===== src/rtl/mac_feeder.sv =====
// rtl/mac_feeder.sv - B-stream feeder and A-FIFO pop sequencer for a systolic MAC chain.
// Optional FEEDER_STALL_CNT_EN builds the B-stream bubble counter behind stall_cnt.
module mac_feeder #(
   parameter int DATA_WIDTH = 8,
   parameter int NUM_MAC    = 8,
   parameter int LEN_WIDTH  = 8
) (
   input  logic                  clk,
   input  logic                  rst_n,
   input  logic                  start,
   input  logic [LEN_WIDTH-1:0]  len,
   input  logic                  b_valid,
   input  logic [DATA_WIDTH-1:0] b_data,
   output logic                  b_ready,
   input  logic [NUM_MAC-1:0]    a_empty,
   output logic [NUM_MAC-1:0]    a_rd_en,
   output logic                  en_out,
   output logic [DATA_WIDTH-1:0] b_out,
   output logic                  clr_out,
   output logic                  busy,
   output logic                  done,
   output logic                  err,
   output logic [15:0]           stall_cnt
);

   localparam int DCW = $clog2(NUM_MAC) + 1;

   typedef enum logic [2:0] {
      S_IDLE,
      S_CLEAR,
      S_FEED,
      S_DRAIN,
      S_DONE
   } state_t;

   state_t                  state_q, state_d;
   logic [LEN_WIDTH-1:0]    len_q, len_d;
   logic [LEN_WIDTH-1:0]    issue_q, issue_d;
   logic [DCW-1:0]          drain_q, drain_d;
   logic                    en_q, en_d;
   logic [DATA_WIDTH-1:0]   bout_q, bout_d;
   logic [NUM_MAC-2:0]      sr_q, sr_d;
   logic                    err_q, err_d;
   logic                    hs;
   logic [LEN_WIDTH-1:0]    issue_inc;

   // Stage i of the pop wave is en_out delayed i cycles, so bubbles travel with the data.
   assign a_rd_en = {sr_q, en_q};

   always_comb begin
      state_d   = state_q;
      len_d     = len_q;
      issue_d   = issue_q;
      drain_d   = drain_q;
      err_d     = err_q;
      hs        = (state_q == S_FEED) && b_valid;
      issue_inc = issue_q + LEN_WIDTH'(1);
      en_d      = hs;
      bout_d    = hs ? b_data : bout_q;
      sr_d      = (state_q == S_CLEAR) ? '0 : a_rd_en[NUM_MAC-2:0];

      if (|(a_rd_en & a_empty)) begin
         err_d = 1'b1;
      end

      case (state_q)
         S_IDLE: begin
            if (start) begin
               len_d   = len;
               issue_d = '0;
               err_d   = 1'b0;
               state_d = S_CLEAR;
            end
         end
         S_CLEAR: begin
            drain_d = '0;
            state_d = (len_q == '0) ? S_DONE : S_FEED;
         end
         S_FEED: begin
            if (hs) begin
               issue_d = issue_inc;
               if (issue_inc == len_q) begin
                  drain_d = '0;
                  state_d = S_DRAIN;
               end
            end
         end
         S_DRAIN: begin
            if (drain_q == DCW'(NUM_MAC - 1)) begin
               state_d = S_DONE;
            end else begin
               drain_d = drain_q + DCW'(1);
            end
         end
         S_DONE: begin
            state_d = S_IDLE;
         end
         default: begin
            state_d = S_IDLE;
         end
      endcase
   end

   always_ff @(posedge clk or negedge rst_n) begin
      if (!rst_n) begin
         state_q <= S_IDLE;
         len_q   <= '0;
         issue_q <= '0;
         drain_q <= '0;
         en_q    <= 1'b0;
         bout_q  <= '0;
         sr_q    <= '0;
         err_q   <= 1'b0;
      end else begin
         state_q <= state_d;
         len_q   <= len_d;
         issue_q <= issue_d;
         drain_q <= drain_d;
         en_q    <= en_d;
         bout_q  <= bout_d;
         sr_q    <= sr_d;
         err_q   <= err_d;
      end
   end

   assign b_ready = (state_q == S_FEED);
   assign clr_out = (state_q == S_CLEAR);
   assign busy    = (state_q != S_IDLE);
   assign done    = (state_q == S_DONE);
   assign en_out  = en_q;
   assign b_out   = bout_q;
   assign err     = err_q;

`ifdef FEEDER_STALL_CNT_EN
   logic [15:0] stall_q, stall_d;

   always_comb begin
      stall_d = stall_q;
      if ((state_q == S_IDLE) && start) begin
         stall_d = '0;
      end else if ((state_q == S_FEED) && !b_valid && (stall_q != 16'hFFFF)) begin
         stall_d = stall_q + 16'd1;
      end
   end

   always_ff @(posedge clk or negedge rst_n) begin
      if (!rst_n) begin
         stall_q <= '0;
      end else begin
         stall_q <= stall_d;
      end
   end

   assign stall_cnt = stall_q;
`else
   assign stall_cnt = '0;
`endif

endmodule


===== config.mk =====
export PLATFORM = sky130hd
export DESIGN_NAME = mac_feeder
export DESIGN_NICKNAME = d
export VERILOG_FILES = /design/src/rtl/mac_feeder.sv
export SDC_FILE = /design/constraint.sdc
export NUM_CORES = 1
export LEC_CHECK = 0
export ABC_AREA = 1
export CAP_MARGIN = 20
export CORE_MARGIN = 2
export CORE_UTILIZATION = 50
export CTS_CLUSTER_SIZE = 14
export DETAILED_ROUTE_END_ITERATION = 10
export PLACE_DENSITY = 0.85
export SLEW_MARGIN = 20
export SYNTH_ARGS = -nofsm -noshare
export SYNTH_HDL_FRONTEND = slang
export SYNTH_SLANG_ARGS = --single-unit

===== constraint.sdc =====
create_clock -name clk -period 3 [get_ports clk]
set_input_delay 0.9 -clock clk [delete_from_list [all_inputs] [get_ports clk]]
set_output_delay 0.9 -clock clk [all_outputs]
set_load 0.01 [all_outputs]

# Yosys cells after proc, flatten, opt, wreduce, memory -nomap -nowiden
# Cells that the tools add are included.
classes:
  n_mul: 0
  n_bitwise: 1
  n_eq_ne: 11
  n_shift: 0
  magnitude_cmp: 0
  add_sub_neg: 2
  reduce_logical: 11
  n_mux: 17
  n_div: 0
ops:
  columns: ["operator", "n"]
  rows:
  - ["8-bit two-way mux", 2]
  - ["8-bit one-hot mux with 2 select lines", 1]
  - ["3-bit two-way mux", 5]
  - ["4-bit two-way mux", 3]
  - ["3-bit one-hot mux with 4 select lines", 1]
  - ["4-bit one-hot mux with 3 select lines", 1]
  - ["8-bit by 1-bit adder with 8-bit output (second input constant)", 1]
  - ["8-bit AND", 1]
  - ["8-bit == test", 1]
  - ["8-bit zero test", 1]
  - ["4-bit AND reduction", 2]
  - ["8-bit OR reduction", 1]
  - ["7-bit two-way mux", 1]
  - ["3-bit by 2-bit == test with 1-bit output (second input constant)", 2]
  - ["2-bit inequality test (second input constant)", 3]
  - ["3-bit nonzero test", 2]
  - ["4-bit by 1-bit adder with 4-bit output (second input constant)", 1]
  - ["4-bit by 3-bit == test with 1-bit output (second input constant)", 1]
  - ["2-bit by 1-bit inequality test with 1-bit output (second input constant)", 2]
  - ["3-bit by 1-bit == test with 1-bit output (second input constant)", 1]
  - ["3-bit == test (second input constant)", 1]
  - ["3-bit zero test", 1]
  - ["1-bit two-way mux", 3]
  - ["3-bit AND reduction", 1]
  - ["other kinds (3)", 3]
totals:
  out_inout_bits: 38
  mem_count: 0
  ram_bits: 0
  reg_bits: 40
  romBits: 0
  latchBits: 0

# Logic depth before layout (Yosys ltp)
depth:
  depth_word: 5
  depth_mapped: 14
  depth_no_buf: 14

# Worst setup path after synthesis
# Ideal clock, no wire load.
synth_timing:
  kind: "register to output"
  from: "register state_q[2]"
  to: "output port clr_out"
  stages_incl_launch_ff: 2
  t_required_ns: 2.100
  slack_ns: 1.280
  arrival_ns: 0.820
  n_path_buf: 0
  cell_sequence: "dfrtp_1 > nor3_1"
synth_via:
  elab_chain_cells: 1
synth_rtl:
  columns: ["item", "line_no", "text"]
  rows:
  - ["start: declaration", "36", "state_t state_q, state_d;"]
  - ["start signal: assignment", "115", "state_q <= state_d;"]
  - ["3-bit by 1-bit == test with 1-bit output", "127", "assign clr_out = (state_q == S_CLEAR);"]
  - ["end: declaration", "19", "output logic clr_out,"]
# Every way passes these cells.

# Final worst setup path
layout_timing:
  from: "register state_q[2]"
  to: "output port b_ready"
layout_via:
  elab_chain_cells: 1
layout_rtl:
  columns: ["item", "line_no", "text"]
  rows:
  - ["3-bit by 2-bit == test with 1-bit output", "126", "assign b_ready = (state_q == S_FEED);"]
  - ["end: declaration", "14", "output logic b_ready,"]
# Every way passes these cells.

==> metrics.txt <==
Buffers on Ports 49; Avg Inst Size Synth 7.50 µm²; post-synth top area share 0.472; drt total wl 4360 µm; TritonCTS clock tree yes; DR pass1 iterations 4; Sink Count 40; Iteration-0 DRC Markers 127; Max VDD drop 0.000522 V; CP Launch Type flip-flop; clk root buf clkbuf_8; Initial Util 0.527; warning count from the yosys run 0; PnR worst setup slack 411 ps; cell taking the most area after synthesis dfrtp_1; Tmin final 2590 ps; relative slew slack 0.426; number of global-route vias before repair 1,813; Critical Path RT 2100 ps; clock group share of total power 0.145; # DRC 0; WS Path Type flip-flop to primary output; total power 2.25 mW; Finished Layout Cells 387; share of cells above drive strength 1 0.0593; chip width 69.1 µm; critical path arrival 1690 ps; Synth Area in Compound Gates 0.0554; Net Sw Frac 0.400; RSZ-0062 raised after global routing no; Switch Pwr 899 µW; cell leakage power 1.35 nW; post-synthesis xor/xnor area fraction 0.00825; CP max stage delay 570 ps; Final TNS setup 0 ps; cell chain of the critical path nor2_1, nand2_1, inv_1, clkdlybuf4s50_1; worst-margin pin slew 861 ps; largest family of logic cells by synthesized area simple AND/OR/NAND/NOR gates; Post-Place Setup Slack 732 ps; Top Family by Delay on Critical Path buffers and inverters; synthesized cell area 2120 µm²; area grow syn2layout 26.4%; Slowest-stage cell, CP clkdlybuf4s50_1; post-synth cell types 26; period utilization 0.863; largest net degree at the start of global routing 41; Core ar. 4030 µm²; num rows 23; Final Skew 3.89 ps; EDFF count, synth 0; CP Max Fanout 6; Fin. Hold Viols 0; first-pass GRT wire length 7700 µm; gr usage total 0.198; Post-CTS Resized 0; Via density 4.87; Max Clk Rate 386 MHz; Layout Nets 367; grt total ovfl 0; Final ANT Viol Nets 0; Hold Path Class flip-flop to flip-flop; Die H 69.1 µm; share of power burned in registers 0.397; outcome complete, no violations; placed cell count 380; mux contribution to synthesized area 0; io pins 66; Filler cells 345; Final setup viols 0; Synth Instances 283; RePlAce Congestion 0.869; Adder-Cell Fraction of Synth Area 0.0118; Ant. Diodes 0; Avg WL per Cell 11.3 µm; number of synthesized register bits 40; via count 1,886; nature of the critical path endpoint primary output; Synth Area in Simple Gates 0.320; Seq/Total Area, Yosys 0.472; cell area power density 838 nW/µm²; initial antenna violation count 0; H-Tree Level Count 2; maximum clock path buffer count 2; area of the die 4780 µm²; CTS clk-pin slew, worst paths 70 ps; Num CTS Buffers 5; clk_lat worst skew 290 ps; Most used DFF post-synth dfrtp_1; P_int 1.35 mW; max-cap viol count 0; cts hold-fix bufs 0; Buf/Inv on CP 2; logic gate share of total power 0.457; postcts setup bufs 0; largest cells by area after synthesis dfrtp_1 (47%), nand2_1 (17%), inv_1 (6.4%), nand3_1 (6.4%), buf_4 (6.0%); post-DP HPWL 3400 µm; ys async rst share 1.00; Slew Limit Fails 0
final cells by class:
class                   instances  area (µm²)  share of cell area
clock buffers                   6        72.6              0.0271
multi-input cells             201         898               0.335
repair buffers                 51         500               0.187
inverters                      38         143              0.0532
flip-flops and latches         40        1000               0.373
well taps                      50        62.6              0.0233
clock inverters                 1        5.00             0.00187
cells in the mapped netlist, types with 3 or more instances:
library cell / n
buf_4: 17
dfrtp_1: 40
inv_1: 36
nand2_1: 95
nand2_2: 3
nand3_1: 27
nand4_1: 4
nor2_1: 21
nor2_2: 3
o21ai_0: 18
kinds of logic after synthesis:
group	after synthesis
and+or+nand+nor	159
buffers and inverters	57
DFF	40
AOI/OAI and AO/OA	22
xor gates and xnor gates	2
adders and majority gates	2
other	1
worst register-to-register path, delay by kind of cell, from the launching register on:
| family | cells | cell delay, ps |
|---|---|---|
| and+or+nand+nor | 11 | 1060 |
| DFF | 1 | 450 |
| adders and majority gates | 1 | 270 |
worst paths after layout:
| path | slack (ps) | startpoint | cells past startpoint | end |
|---|---|---|---|---|
| max | 410 | state_q[2] | 4 | b_ready |
| min | 480 | b_out[3] | 2 | b_out[3] |
| max reg2reg | 1130 | issue_q[0] | 12 | drain_q[0] |
| min reg2reg | 480 | b_out[3] | 2 | b_out[3] |
| max in group asynchronous | 1730 | rst_n | 1 | issue_q[5] |
| min in group asynchronous | 720 | rst_n | 1 | drain_q[1] |
cell usage in the layout (no fill, tap or decap), drive strengths merged, types with 2 or more instances in the layout:
cell type and instances:
buf 3, clkbuf 6, clkdlybuf4s50 48, conb 16, dfrtp 40, ha 2
inv 38, nand2 99, nand3 27, nand4 4, nor2 25, nor3 2
o21ai 18
per-stage QoR:
| stage | hold WS, ps | cell area [µm²] | util |
|---|---|---|---|
| 6_report | 476 | 2680 | 0.666 |
| 3_5_place_dp | 461 | 2610 | 0.647 |
| 4_1_cts | 481 | 2680 | 0.666 |
| 5_1_grt | 502 | 2680 | 0.666 |
| 2_1_floorplan | 442 | 2180 | - |
| 3_3_place_gp | 458 | 2610 | 0.647 |
routing by layer:
metal,share of wire,track usage,vias to the layer above
li1,-,-,958
met3,0.065,0.0556,5
met5,0,0,-
met4,0.011,0.0719,0
met1,0.44,0.248,860
met2,0.48,0.328,63
registers in the layout, indices dropped and copies added (netlist names):
| name | flops |
|---|---|
| b_out | 8 |
| issue_q | 8 |
| sr_q | 7 |
| drain_q | 4 |
| en_out | 1 |
| err | 1 |
| state_q | 3 |
| len_q | 8 |
power by group through the flow:
| stage | Combinational [mW] | Sequential [mW] | Clock [mW] |
|---|---|---|---|
| after floorplan | 0.610 | 0.903 | 0 |
| after global placement | 1.01 | 0.895 | 0 |
| after detailed placement | 1.03 | 0.900 | 0 |
| after CTS | 1.04 | 0.895 | 0.337 |
| after global routing | 1.17 | 0.924 | 0.363 |
| final | 1.03 | 0.893 | 0.326 |
Power figures use the tool's default switching activity.
